## src/rtl/prop_mon_pkg.sv

```systemverilog
// Shared types for the "always p disable iff (b)" run-time monitor.
// Holds the FSM state, the verdict encoding and the default failure-record shape.
package prop_mon_pkg;

   localparam int unsigned DEF_CNT_W     = 16;
   localparam int unsigned DEF_LOG_DEPTH = 4;

   typedef enum logic {
      IDLE,
      ARMED
   } state_t;

   typedef enum logic [1:0] {
      V_NONE,
      V_PASS,
      V_FAIL,
      V_DIS
   } verdict_t;

   typedef struct packed {
      logic [DEF_CNT_W-1:0] offset;
   } fail_rec_t;

endpackage

```

## src/rtl/fail_log_fifo.sv

```systemverilog
// Synchronous FIFO holding failure offsets, with a sticky overflow flag.
// A push into a full FIFO is accepted only if a pop frees a slot in the same cycle.
module fail_log_fifo #(
   parameter int unsigned W     = 16,
   parameter int unsigned DEPTH = 4
) (
   input  logic         clk,
   input  logic         rst,
   input  logic         push,
   input  logic [W-1:0] din,
   input  logic         pop,
   output logic [W-1:0] dout,
   output logic         empty,
   output logic         overflow
);

   localparam int unsigned AW = $clog2(DEPTH);

   logic [W-1:0] mem_q [DEPTH];
   logic [AW:0]  wr_q, wr_d;
   logic [AW:0]  rd_q, rd_d;
   logic         ovf_q, ovf_d;
   logic         full;
   logic         do_push;
   logic         do_pop;

   // Pointers carry one extra wrap bit so full and empty are distinguishable.
   always_comb begin
      // NOTE: every always_comb output gets a default first so no latch is inferred.
      wr_d    = wr_q;
      rd_d    = rd_q;
      empty   = (wr_q == rd_q);
      full    = (wr_q[AW] != rd_q[AW]) && (wr_q[AW-1:0] == rd_q[AW-1:0]);
      do_pop  = pop && !empty;
      do_push = push && (!full || do_pop);
      ovf_d   = ovf_q || (push && !do_push);
      if (do_push) begin
         wr_d = wr_q + 1'b1;
      end
      if (do_pop) begin
         rd_d = rd_q + 1'b1;
      end
   end

   always_ff @(posedge clk or posedge rst) begin
      if (rst) begin
         wr_q  <= '0;
         rd_q  <= '0;
         ovf_q <= 1'b0;
      end else begin
         wr_q  <= wr_d;
         rd_q  <= rd_d;
         ovf_q <= ovf_d;
      end
   end

   // NOTE: storage is not reset; the pointers alone decide what is valid.
   always_ff @(posedge clk) begin
      if (do_push) begin
         mem_q[wr_q[AW-1:0]] <= din;
      end
   end

   assign dout     = empty ? '0 : mem_q[rd_q[AW-1:0]];
   assign overflow = ovf_q;

endmodule

```

## src/rtl/prop_always_mon.sv

```systemverilog
// Evaluates "always p" with a "disable iff (b)" abort, one attempt at a time,
// and logs the sample index of each failure into a small FIFO.
module prop_always_mon
   import prop_mon_pkg::*;
#(
   parameter int unsigned CNT_W     = DEF_CNT_W,
   parameter int unsigned LOG_DEPTH = DEF_LOG_DEPTH
) (
   input  logic             clk,
   input  logic             rst,
   input  logic             start,
   input  logic             p,
   input  logic             b,
   input  logic             stop,
   output logic             active,
   output logic             passed,
   output logic             failed,
   output logic             disabled,
   output logic [CNT_W-1:0] cycle_cnt,
   output logic             fail_vld,
   output logic [CNT_W-1:0] fail_cycle,
   input  logic             fail_rdy,
   output logic             log_ovf
);

   localparam logic [CNT_W-1:0] CNT_MAX = '1;

   state_t           state_q, state_d;
   verdict_t         verdict_q, verdict_d;
   logic [CNT_W-1:0] cnt_q, cnt_d;
   logic [CNT_W-1:0] idx;
   logic             push;
   logic             log_empty;

   // idx is the sample index of the current cycle: 0 on an accepted start.
   always_comb begin
      state_d   = state_q;
      verdict_d = V_NONE;
      cnt_d     = cnt_q;
      push      = 1'b0;
      idx       = (state_q == IDLE) ? '0 : cnt_q;
      if (state_q == ARMED || start) begin
         state_d = IDLE;
         cnt_d   = idx;
         if (b) begin
            verdict_d = V_DIS;
         end else if (!p) begin
            verdict_d = V_FAIL;
            push      = 1'b1;
         end else if (stop) begin
            verdict_d = V_PASS;
         end else begin
            state_d = ARMED;
            if (idx != CNT_MAX) begin
               cnt_d = idx + 1'b1;
            end
         end
      end
   end

   always_ff @(posedge clk or posedge rst) begin
      if (rst) begin
         state_q   <= IDLE;
         verdict_q <= V_NONE;
         cnt_q     <= '0;
      end else begin
         state_q   <= state_d;
         verdict_q <= verdict_d;
         cnt_q     <= cnt_d;
      end
   end

   assign active    = (state_q == ARMED);
   assign passed    = (verdict_q == V_PASS);
   assign failed    = (verdict_q == V_FAIL);
   assign disabled  = (verdict_q == V_DIS);
   assign cycle_cnt = cnt_q;
   assign fail_vld  = !log_empty;

   fail_log_fifo #(
      .W     (CNT_W),
      .DEPTH (LOG_DEPTH)
   ) u_fail_log (
      .clk      (clk),
      .rst      (rst),
      .push     (push),
      .din      (idx),
      .pop      (fail_rdy),
      .dout     (fail_cycle),
      .empty    (log_empty),
      .overflow (log_ovf)
   );

endmodule
```

## config.mk

```make
export PLATFORM = sky130hd
export DESIGN_NAME = prop_always_mon
export DESIGN_NICKNAME = d
export VERILOG_FILES = /design/src/rtl/prop_mon_pkg.sv /design/src/rtl/fail_log_fifo.sv /design/src/rtl/prop_always_mon.sv
export SDC_FILE = /design/constraint.sdc
export NUM_CORES = 1
export LEC_CHECK = 0
export BUFFER_PORTS_ARGS = -buffer_cell sky130_fd_sc_hd__buf_2
export CORE_ASPECT_RATIO = 2
export CORE_MARGIN = 1.5
export CORE_UTILIZATION = 35
export DETAILED_ROUTE_END_ITERATION = 8
export GPL_TIMING_DRIVEN = 1
export PLACE_DENSITY = 0.56
export SLEW_MARGIN = 25
export SYNTH_ARGS = -nofsm -noshare
export SYNTH_HDL_FRONTEND = slang
export SYNTH_SLANG_ARGS = --single-unit
```

## constraint.sdc

```tcl
create_clock -name clk -period 2.3 [get_ports clk]
set_input_delay 0.115 -clock clk [delete_from_list [all_inputs] [get_ports clk]]
set_output_delay 0.115 -clock clk [all_outputs]
set_load 0.1 [all_outputs]
```

==> flow_summary.toml <==
[logic_synthesis]
synthTopCellsByArea = "edfxtp_1 48%, dfrtp_1 16%, mux4_2 9.0%, and2_1 4.8%, xnor2_1 3.5%"
synth_most_common_cell = "edfxtp_1"
async_reset_ff_share_pct = 28.89
synth_seq_cells = 90
synthFlopType = "edfxtp_1"
synth_cells = 269
yosys_warnings = 0
synthesis.area_mm2 = 0.004005
synth_edf_count = 64
seq_area_frac_synth_pct = 64.23
synth_cell_types = 40
yosys.area.top_type_share_pct = 47.99
synthTopCellsByCount = "64 x edfxtp_1, 31 x and2_1, 28 x nand2_1"
avgSynthCellArea_um2 = 14.89
synth_nets = 282
yosysTopAreaCell = "edfxtp_1"

[setup_path]
start_kind = "flip-flop"
criticalPathCategory = "reg -> reg"
crit_path_top_delay_cell = "dfrtp_4"
crit_end = "cycle_cnt[9]"
worstPathRequired_ns = 2.54
crit_start = "active"
reg2reg_to = "cycle_cnt[9]"
cp.arrival_ns = 2.38
path_cells = "and2_4, ha_2, and3_1, a21bo_1, nor4_4, xnor2_1"
reg2reg_slack_ns = 0.16
crit_buf_inv = 0
crit_family = "simple AND/OR/NAND/NOR gates"
path_depth = 6
ff2ff_path_depth = 6
crit_fanout = 23
end_kind = "flip-flop"
rr_startpoint = "active"
slowest_delay_ns = 0.58

[min_path]
worstHoldPathType = "in -> reg"
min_from = "p"

[grt]
grt_max_degree = 27
grt_overflow = 0
grt_pass1_wl_um = 12510
gr-usage-met1_pct = 14.07
use_met2_pct = 25.99
use_met3_pct = 2.596
antenna_found_initial = 0
grt_pass1_vias = 2434
grt_usage_pct = 13.85
grt.busiest_layer = "met2"

[floorplan]
dieArea_mm2 = 0.01213
row_count = 55
die_x_um = 78.64
ios = 45
start_util_pct = 35.71
core_mm2 = 0.01122
die_h_um = 154.3

[sta]
tns_ns = 0
hold_viol_final = 0
finalSetupViolCount = 0
max_freq_mhz = 467.6
tightest_slew_ns = 0.6322
fin_crit_ns = 2.139
maxSlewViolCount = 0
fin_crit_sh_pct = 92.99
layout_setup_ws_ns = 0.1612
fin_worst_skew_ns = 0.006482
relSlewSlack_pct = 57.85
rsz0062_at_grt = "no"

[routing]
drt_pass1_iterations = 4
wirelength_um = 7739
drcViolationCount = 0
vias = 2300
viasPerCell = 4.873
wl_per_cell_um = 16.40
first_iter_violations = 142
antenna_left = 0

[clock_network]
cts_buffer_depth = 2
insertion_delay_ns = 0.33
numCtsBuffers = 9
cts_tree = "done"
cts.sinks = 90
clk_pin_slew_ns = 0.06
h-tree-depth = 3
cts_setup_buffers = 0
root_buffer = "clkbuf_16"

[placement]
preCtsSetupSlack_ns = 0.1516
gp_congestion = 0.8759
dp_hpwl_um = 5758
dpl_cell_area_mm2 = 0.004715
io_buffer_count = 44

[final_layout]
nNetsFinal = 338
utilization_pct = 44.93
fin_area_mm2 = 0.005040
drive_gt1_share_pct = 35.15
diodes = 0
area_growth_pct = 25.84

[job]
maxCapViolCount = 0

[outcome]
status = "finished clean"
[cells by family after synthesis]
| logic type | Yosys count | share of synthesized area, % |
|---|---|---|
| and+or+nand+nor | 109 | 16.53 |
| adders and majority gates | 6 | 1.874 |
| muxes | 17 | 9.278 |
| xor gates and xnor gates | 22 | 4.811 |
| buffers and inverters | 18 | 2.187 |
| DFF | 90 | 64.23 |
| AOI/OAI and AO/OA | 7 | 1.093 |
[worst min path at each step]
| stage | slack [ns] | depth (start not counted) | endpoint |
|---|---|---|---|
| floorplan | 0.15 | 1 | active |
| global placement | 0.34 | 2 | verdict_q[1] |
| detailed placement | 0.35 | 2 | verdict_q[1] |
| CTS | 0.0007 | 2 | verdict_q[1] |
| global route | 0.02 | 2 | verdict_q[1] |
| finish | 0.0007 | 2 | verdict_q[1] |
[flip-flops by register name, indices dropped and copies added (netlist names)]
name and cells:
active 1, u_fail_log.mem_q 64, cycle_cnt 16, u_fail_log.rd_q 3
u_fail_log.wr_q 3, u_fail_log.overflow 1, verdict_q 2
[cell usage in the layout, fill, tap and decap left out, types with 3 or more instances in the layout]
cell       instances
nand3_1            7
clkbuf_1           3
nand2_1           28
xor2_1             6
buf_12            18
buf_4             10
nor2_1            10
a21oi_1            3
clkbuf_16          9
inv_1              5
xnor2_1           16
and2_2            12
buf_2             27
and2_1            21
mux4_2            16
nand4_1            5
nor3_1             4
edfxtp_1          64
dfrtp_1           23
ha_1               5
[layout make-up]
class,count,area [um^2]
Clock buffer,12,236.5
Clock inverter,4,76.32
Fill cell,987,6177
Inverter,7,26.28
Multi-Input combinational cell,161,1364
Sequential cell,90,2579
Tap cell,142,177.7
Timing Repair Buffer,56,580.6
[per-stage QoR]
step / hold slack (ns) / instances
3_3_place_gp: 0.3450 / 455
2_1_floorplan: 0.1549 / 269
5_1_grt: 0.01549 / 472
4_1_cts: 0.0007318 / 471
3_5_place_dp: 0.3515 / 455
6_report: 0.0007200 / 472
[routing by layer]
metal	vias up	routed length, um
met1	1156	2739
met4	0	193
met5	-	0
met2	50	4589
met3	13	218
li1	1081	-
[timing repair]
| item | 4_1_cts | 5_1_grt |
|---|---|---|
| setup endpoints to repair | 0 | 17 |
| hold buffers | 0 | 1 |
| gates resized for setup | 0 | 1 |
| hold endpoints to repair | 0 | 26 |
[worst register-to-register path, stage by stage, from the launching register on]
cell and delay, ns:
dfrtp_4 0.58, and2_4 0.21, ha_2 0.19, and3_1 0.20, a21bo_1 0.38, nor4_4 0.32, xnor2_1 0.17
Power is left out: the tool's default activity adds up to more than one toggle a clock period on the data nets, which glitch-free logic cannot reach.
